[src/rtl/hub75_column_shifter.sv]
// Shifts one row/bitplane of RGB565 pixels out to a HUB75 panel, fetching each column from the framebuffer stage.
// Latency: row_start to row_done is SHIFT_PIXEL_WIDTH*(SHIFT_LOAD_CYCLES+3)+1 cycles; each column takes SHIFT_LOAD_CYCLES+3 cycles.
// Backpressure: none; row_start is accepted only in IDLE and ignored while busy. Build macro SHIFTER_REVERSE_COLUMN_EN walks columns W-1..0.
module hub75_column_shifter #(
  parameter int SHIFT_PIXEL_WIDTH     = 64,
  parameter int SHIFT_PIXEL_HEIGHT    = 16,
  parameter int SHIFT_BYTES_PER_PIXEL = 2,
  parameter int SHIFT_LOAD_CYCLES     = 4
) (
  input  logic                                  clk_in,
  input  logic                                  reset,
  input  logic                                  row_start,
  input  logic [$clog2(SHIFT_PIXEL_HEIGHT)-1:0] row_select,
  input  logic [2:0]                            bitplane,
  input  logic [15:0]                           rgb565_top,
  input  logic [15:0]                           rgb565_bottom,
  output logic [$clog2(SHIFT_PIXEL_WIDTH)-1:0]  column_address,
  output logic [$clog2(SHIFT_PIXEL_HEIGHT)-1:0] row_address,
  output logic                                  pixel_load_start,
  output logic                                  hub75_clk,
  output logic [2:0]                            rgb1,
  output logic [2:0]                            rgb2,
  output logic                                  busy,
  output logic                                  row_done
);

  localparam int CW       = $clog2(SHIFT_PIXEL_WIDTH);
  localparam int PIX_BITS = SHIFT_BYTES_PER_PIXEL * 8;

`ifdef SHIFTER_REVERSE_COLUMN_EN
  localparam logic [CW-1:0] FIRST_COL = CW'(SHIFT_PIXEL_WIDTH - 1);
  localparam logic [CW-1:0] LAST_COL  = '0;
`else
  localparam logic [CW-1:0] FIRST_COL = '0;
  localparam logic [CW-1:0] LAST_COL  = CW'(SHIFT_PIXEL_WIDTH - 1);
`endif

  typedef enum logic [2:0] {IDLE, ISSUE, WAIT, SETUP, CLOCK, DONE} state_t;

  state_t      state;
  state_t      state_next;
  logic [3:0]  wait_cnt;
  logic [2:0]  plane;
  logic [2:0]  rgb1_reg;
  logic [2:0]  rgb2_reg;
  logic        last_col;

  // Pick one bit per channel for the plane; green uses its 5 MSBs so all channels share the 0..4 plane range.
  function automatic logic [2:0] extract(input logic [PIX_BITS-1:0] pix, input logic [2:0] p);
    logic [3:0] pi;
    pi = {1'b0, p};
    if (p > 3'd4) return 3'b000;
    return {pix[4'd11 + pi], pix[4'd6 + pi], pix[pi]};
  endfunction

  assign last_col = (column_address == LAST_COL);
  assign rgb1     = rgb1_reg;
  assign rgb2     = rgb2_reg;

  // State register.
  always_ff @(posedge clk_in) begin
    if (reset) state <= IDLE;
    else       state <= state_next;
  end

  // Next-state and Moore outputs decoded from the current state.
  always_comb begin
    state_next       = state;
    pixel_load_start = 1'b0;
    hub75_clk        = 1'b0;
    busy             = 1'b0;
    row_done         = 1'b0;
    case (state)
      IDLE: begin
        if (row_start) state_next = ISSUE;
      end
      ISSUE: begin
        pixel_load_start = 1'b1;
        busy             = 1'b1;
        state_next       = WAIT;
      end
      WAIT: begin
        busy = 1'b1;
        if (wait_cnt == 4'd1) state_next = SETUP;
      end
      SETUP: begin
        busy       = 1'b1;
        state_next = CLOCK;
      end
      CLOCK: begin
        hub75_clk  = 1'b1;
        busy       = 1'b1;
        state_next = last_col ? DONE : ISSUE;
      end
      DONE: begin
        row_done   = 1'b1;
        state_next = IDLE;
      end
      default: state_next = IDLE;
    endcase
  end

  // Datapath: capture row/plane, fetch-wait countdown, pixel sampling and column stepping.
  always_ff @(posedge clk_in) begin
    if (reset) begin
      column_address <= '0;
      row_address    <= '0;
      plane          <= '0;
      wait_cnt       <= '0;
      rgb1_reg       <= '0;
      rgb2_reg       <= '0;
    end else begin
      case (state)
        IDLE: begin
          if (row_start) begin
            row_address    <= row_select;
            plane          <= bitplane;
            column_address <= FIRST_COL;
          end
        end
        ISSUE: wait_cnt <= 4'(SHIFT_LOAD_CYCLES);
        WAIT: begin
          wait_cnt <= wait_cnt - 4'd1;
          // The fetch stage's data is valid exactly SHIFT_LOAD_CYCLES cycles after the request.
          if (wait_cnt == 4'd1) begin
            rgb1_reg <= extract(rgb565_top, plane);
            rgb2_reg <= extract(rgb565_bottom, plane);
          end
        end
        CLOCK: begin
          if (!last_col) begin
`ifdef SHIFTER_REVERSE_COLUMN_EN
            column_address <= column_address - CW'(1);
`else
            column_address <= column_address + CW'(1);
`endif
          end
        end
        default: ;
      endcase
    end
  end

endmodule

[config.mk]
export PLATFORM = sky130hd
export DESIGN_NAME = hub75_column_shifter
export DESIGN_NICKNAME = d
export VERILOG_FILES = /design/src/rtl/hub75_column_shifter.sv
export SDC_FILE = /design/constraint.sdc
export NUM_CORES = 1
export LEC_CHECK = 0
export BUFFER_PORTS_ARGS = -buffer_cell sky130_fd_sc_hd__buf_2
export CAP_MARGIN = 10
export CELL_PAD_IN_SITES_DETAIL_PLACEMENT = 1
export CELL_PAD_IN_SITES_GLOBAL_PLACEMENT = 2
export CORE_MARGIN = 2
export CORE_UTILIZATION = 27
export DETAILED_ROUTE_END_ITERATION = 8
export PLACE_DENSITY = 0.83
export SETUP_SLACK_MARGIN = 0.2
export SYNTH_ARGS = -nofsm -noshare
export SYNTH_HDL_FRONTEND = slang
export SYNTH_SLANG_ARGS = --single-unit
[constraint.sdc]
create_clock -name clk_in -period 2.2 [get_ports clk_in]
set_input_delay 0.44 -clock clk_in [delete_from_list [all_inputs] [get_ports clk_in]]
set_output_delay 0.44 -clock clk_in [all_outputs]
set_load 0.1 [all_outputs]
==> metrics.md <==
| Metric | Value |
|---|---|
| Worst reg2reg startpoint | `plane[2]$_SDFFE_PP0P_` |
| Maxcap violations | `0` |
| Largest net degree at the start of global routing | `20` |
| Cell Chain, Critical Path | `inv_1, ha_2, mux4_2, mux2_2, o21ai_0, o21ai_1` |
| Sequential cell area | `529.3 sq um` |
| Die Y | `86.93 um` |
| Max reg flops | `6` |
| Hold slack | `0.3923 ns` |
| Pins Over Slew Limit | `0` |
| CP max stage delay | `0.44 ns` |
| Fin crit period | `1.902 ns` |
| Antenna Diode Count | `0` |
| Share of layout cells above drive strength 1 | `43.02%` |
| Worst Setup End Kind | `register` |
| Cell Pwr Density | `735.6 mW/mm^2` |
| Synth warn | `0` |
| CP arrival | `2.07 ns` |
| Multi-input gate area | `0.001295 sq mm` |
| Startpoint types | `register` |
| Slowest cell on the critical path | `ha_2` |
| Netlist cell types | `33` |
| Synth area leaders | `dfxtp_1 (28%), mux4_2 (24%), nand2_1 (6.3%), ha_1 (5.4%), a21oi_1 (3.8%)` |
| Share of the synthesized area in the top cell type | `28.03%` |
| Ys flop type | `dfxtp_1` |
| Skew-Pair Late Insertion Delay | `0.27 ns` |
| Cells after Synth | `199` |
| DIE AREA | `0.007556 sq mm` |
| # port buffers | `61` |
| Register area share after synthesis | `28.03%` |
| CTS tree | `done` |
| Worst Min Path Start | `bitplane[0]` |
| Fill cells | `810` |
| Final Util | `35.38%` |
| RSZ-0062 raised after global routing | `true` |
| Clock share of power | `18.0%` |
| H-tree levels | `1` |
| Initial Util | `27.64%` |
| Vias in the first global route | `1776` |
| Peak supply drop | `0.0004369 V` |
| Worst hold path depth | `3` |
| Io pins | `62` |
| Worst r2r dst | `rgb2[1]$_SDFFE_PP0P_` |
| Top reg by flops | `column_address` |
| Reg2reg setup slack | `0.30 ns` |
| Synth Cell Area | `0.001857 sq mm` |
| HPWL after DPL | `4213 um` |
| Post-synth EDFFs | `0` |
| Largest regs | `column_address x6, row_address x4, wait_cnt x4` |
| Internal power | `0.001033 W` |
| GRT overflow | `0` |
| Cts hold-fix bufs | `0` |
| Period utilization | `86.45%` |
| Total core area | `0.006719 sq mm` |
| TNS Setup | `0 ns` |
| Most common cell in the netlist | `nand2_1` |
| Total Wirelength | `5202 um` |
| Synth Register Bits | `26` |
| Initial antenna violation count | `0` |
| Rows | `30` |
| Clock tree buffer depth | `2` |
| Mapped Nets | `249` |
| Hold endpoint | `plane[0]$_SDFFE_PP0P_` |
| Reg power frac | `32.8%` |
| Synth area leader | `dfxtp_1` |
| Nets | `309` |
| Die W | `86.93 um` |
| Combinational share of power | `49.2%` |
| Worst EP required | `2.37 ns` |
| Worst r2r path cells | `6` |
| Mean Syn Cell Area | `9.331 sq um` |
| DRT Pass-1 Iters | `2` |
| Global-route usage over all layers | `14.13%` |
| Cts bufs inserted | `3` |
| Peak Freq | `525.8 MHz` |
| Via count | `1716` |
| Root Driver | `clkbuf_8` |
| Worst Tran Pin Value | `0.4695 ns` |
| Final hold violations | `0` |
| Initial DRC Count | `58` |
| Area Overhead vs Synth | `28.03%` |
| Avg Vias per Cell | `5.077` |
| WS Path Type | `reg2reg` |
| Status | `finished clean` |
| NetSw | `0.0007155 W` |
| Global-route wire length before repair | `8583 um` |
| Sw Share | `40.91%` |
| Placer congestion estimate | `0.8533` |
| Clk slew on worst S/H paths | `0.09 ns` |
| Max_slew headroom | `68.49%` |
| Post-synth ARST share | `0%` |
| CP max FO | `6` |
| Wire per inst | `15.39 um` |
| Final setup violation count | `0` |
| HP Class | `in2reg` |
| Final ANT Viol Nets | `0` |
| Drc violations | `0` |
| Synth cell count leaders | `nand2_1 (31), dfxtp_1 (26), mux4_2 (20)` |
| Worst Skew | `0.004201 ns` |
| Clock sinks | `26` |
| Leak | `0.9979 nW` |
[cell families (layout without fill, tap and decap cells)]
family / after synthesis / after routing / synth area share [%]
AO/OA/AOI/OAI: 35 / 35 / 10.24
XOR/XNOR: 7 / 7 / 3.302
adder cells (fa/ha/maj): 8 / 8 / 5.391
buffers and inverters: 20 / 79 / 4.649
flip-flops: 26 / 26 / 28.03
multiplexers: 29 / 29 / 29.31
AND/OR/NAND/NOR: 74 / 74 / 19.07
[how the worst max path moves through the flow]
| stage | start | end | slack (ns) |
|---|---|---|---|
| floorplan | state[2]$_SDFFE_PP0P_ | row_done | 0.12 |
| global placement | plane[0]$_SDFFE_PP0P_ | rgb2[2]$_SDFFE_PP0P_ | 0.31 |
| detailed placement | plane[2]$_SDFFE_PP0P_ | rgb2[1]$_SDFFE_PP0P_ | 0.27 |
| CTS | state[1]$_SDFFE_PP0P_ | hub75_clk | 0.24 |
| global route | plane[2]$_SDFFE_PP0P_ | rgb2[1]$_SDFFE_PP0P_ | 0.20 |
| finish | plane[2]$_SDFFE_PP0P_ | rgb2[1]$_SDFFE_PP0P_ | 0.30 |
[through the flow]
| stage | total power, W | worst slack (ns) | area [sq um] | cells |
|---|---|---|---|---|
| 2_1_floorplan | 0.001256 | 0.1205 | 1941 | 199 |
| 3_3_place_gp | 0.001423 | 0.3067 | 2305 | 333 |
| 3_5_place_dp | 0.001438 | 0.2740 | 2305 | 333 |
| 4_1_cts | 0.001760 | 0.2422 | 2362 | 337 |
| 5_1_grt | 0.001878 | 0.2005 | 2377 | 338 |
| 6_report | 0.001749 | 0.2980 | 2377 | 338 |
[layer usage]
layer  vias up  routed length, um  GRT usage (%)
met5         -                  0              0
met4         0                 66          3.409
met3         6                144          2.559
met2        27               2678          24.57
met1       846               2313          18.14
li1        837                  -              -
[placed cells by master, fill, tap and decap left out]
cell | Yosys | routed
or3_4 | 1 | 1
a21o_1 | 1 | 1
inv_2 | 0 | 2
ha_1 | 8 | 6
xnor2_4 | 0 | 1
nor3b_1 | 1 | 1
nor3_4 | 0 | 1
buf_12 | 0 | 1
ha_2 | 0 | 1
mux2i_1 | 6 | 6
nand2b_1 | 3 | 3
buf_4 | 1 | 6
a21oi_1 | 14 | 14
xnor2_1 | 7 | 6
inv_1 | 8 | 6
a22oi_1 | 2 | 2
clkbuf_8 | 0 | 4
and2_1 | 1 | 1
clkbuf_4 | 0 | 1
o21ai_0 | 10 | 8
nor4_1 | 1 | 1
nor3_1 | 7 | 6
o22ai_1 | 1 | 1
nor2b_1 | 2 | 2
o21ai_1 | 5 | 7
mux2_2 | 3 | 3
nor2_4 | 1 | 1
dfxtp_1 | 26 | 19
buf_2 | 6 | 59
a211oi_1 | 1 | 1
nand3_1 | 7 | 7
nand2_1 | 31 | 31
and3_1 | 2 | 2
nand2b_4 | 1 | 1
mux4_2 | 20 | 20
ha_4 | 0 | 1
nor2_1 | 15 | 15
o31a_1 | 1 | 1
dfxtp_2 | 0 | 7
or4_4 | 1 | 1
[timing repair]
| action | 4_1_cts | 5_1_grt |
|---|---|---|
| pin swaps | 0 | 1 |
| setup endpoints to repair | 4 | 6 |
| endpoints found under the hold margin | 0 | 0 |
| buffers inserted | 0 | 1 |
| resized for setup | 2 | 4 |
[area by class of cell]
class / count / area share [%]
inverter: 8 / 1.263
timing repair buffer: 67 / 15.47
multi-input combinational: 153 / 54.47
sequential: 26 / 22.26
tap: 80 / 4.211
clock buffer: 4 / 2.316
[power groups by stage]
stage                     combinational (W)  sequential, W  clock (W)
after detailed placement           0.000856       0.000582          0
final                              0.000860       0.000574   0.000315
after floorplan                    0.000604       0.000652          0
after global routing               0.000935       0.000586   0.000357
after CTS                          0.000860       0.000573   0.000326
after global placement             0.000840       0.000582          0
[worst max-delay path: cells and delay by family, from the launching register on]
kind / cells / cell delay [ns]
muxes: 2 / 0.59
adders and majority gates: 1 / 0.44
DFF: 1 / 0.42
AOI/OAI and AO/OA: 2 / 0.23
buffers and inverters: 1 / 0.12
Power figures use the tool's default switching activity.
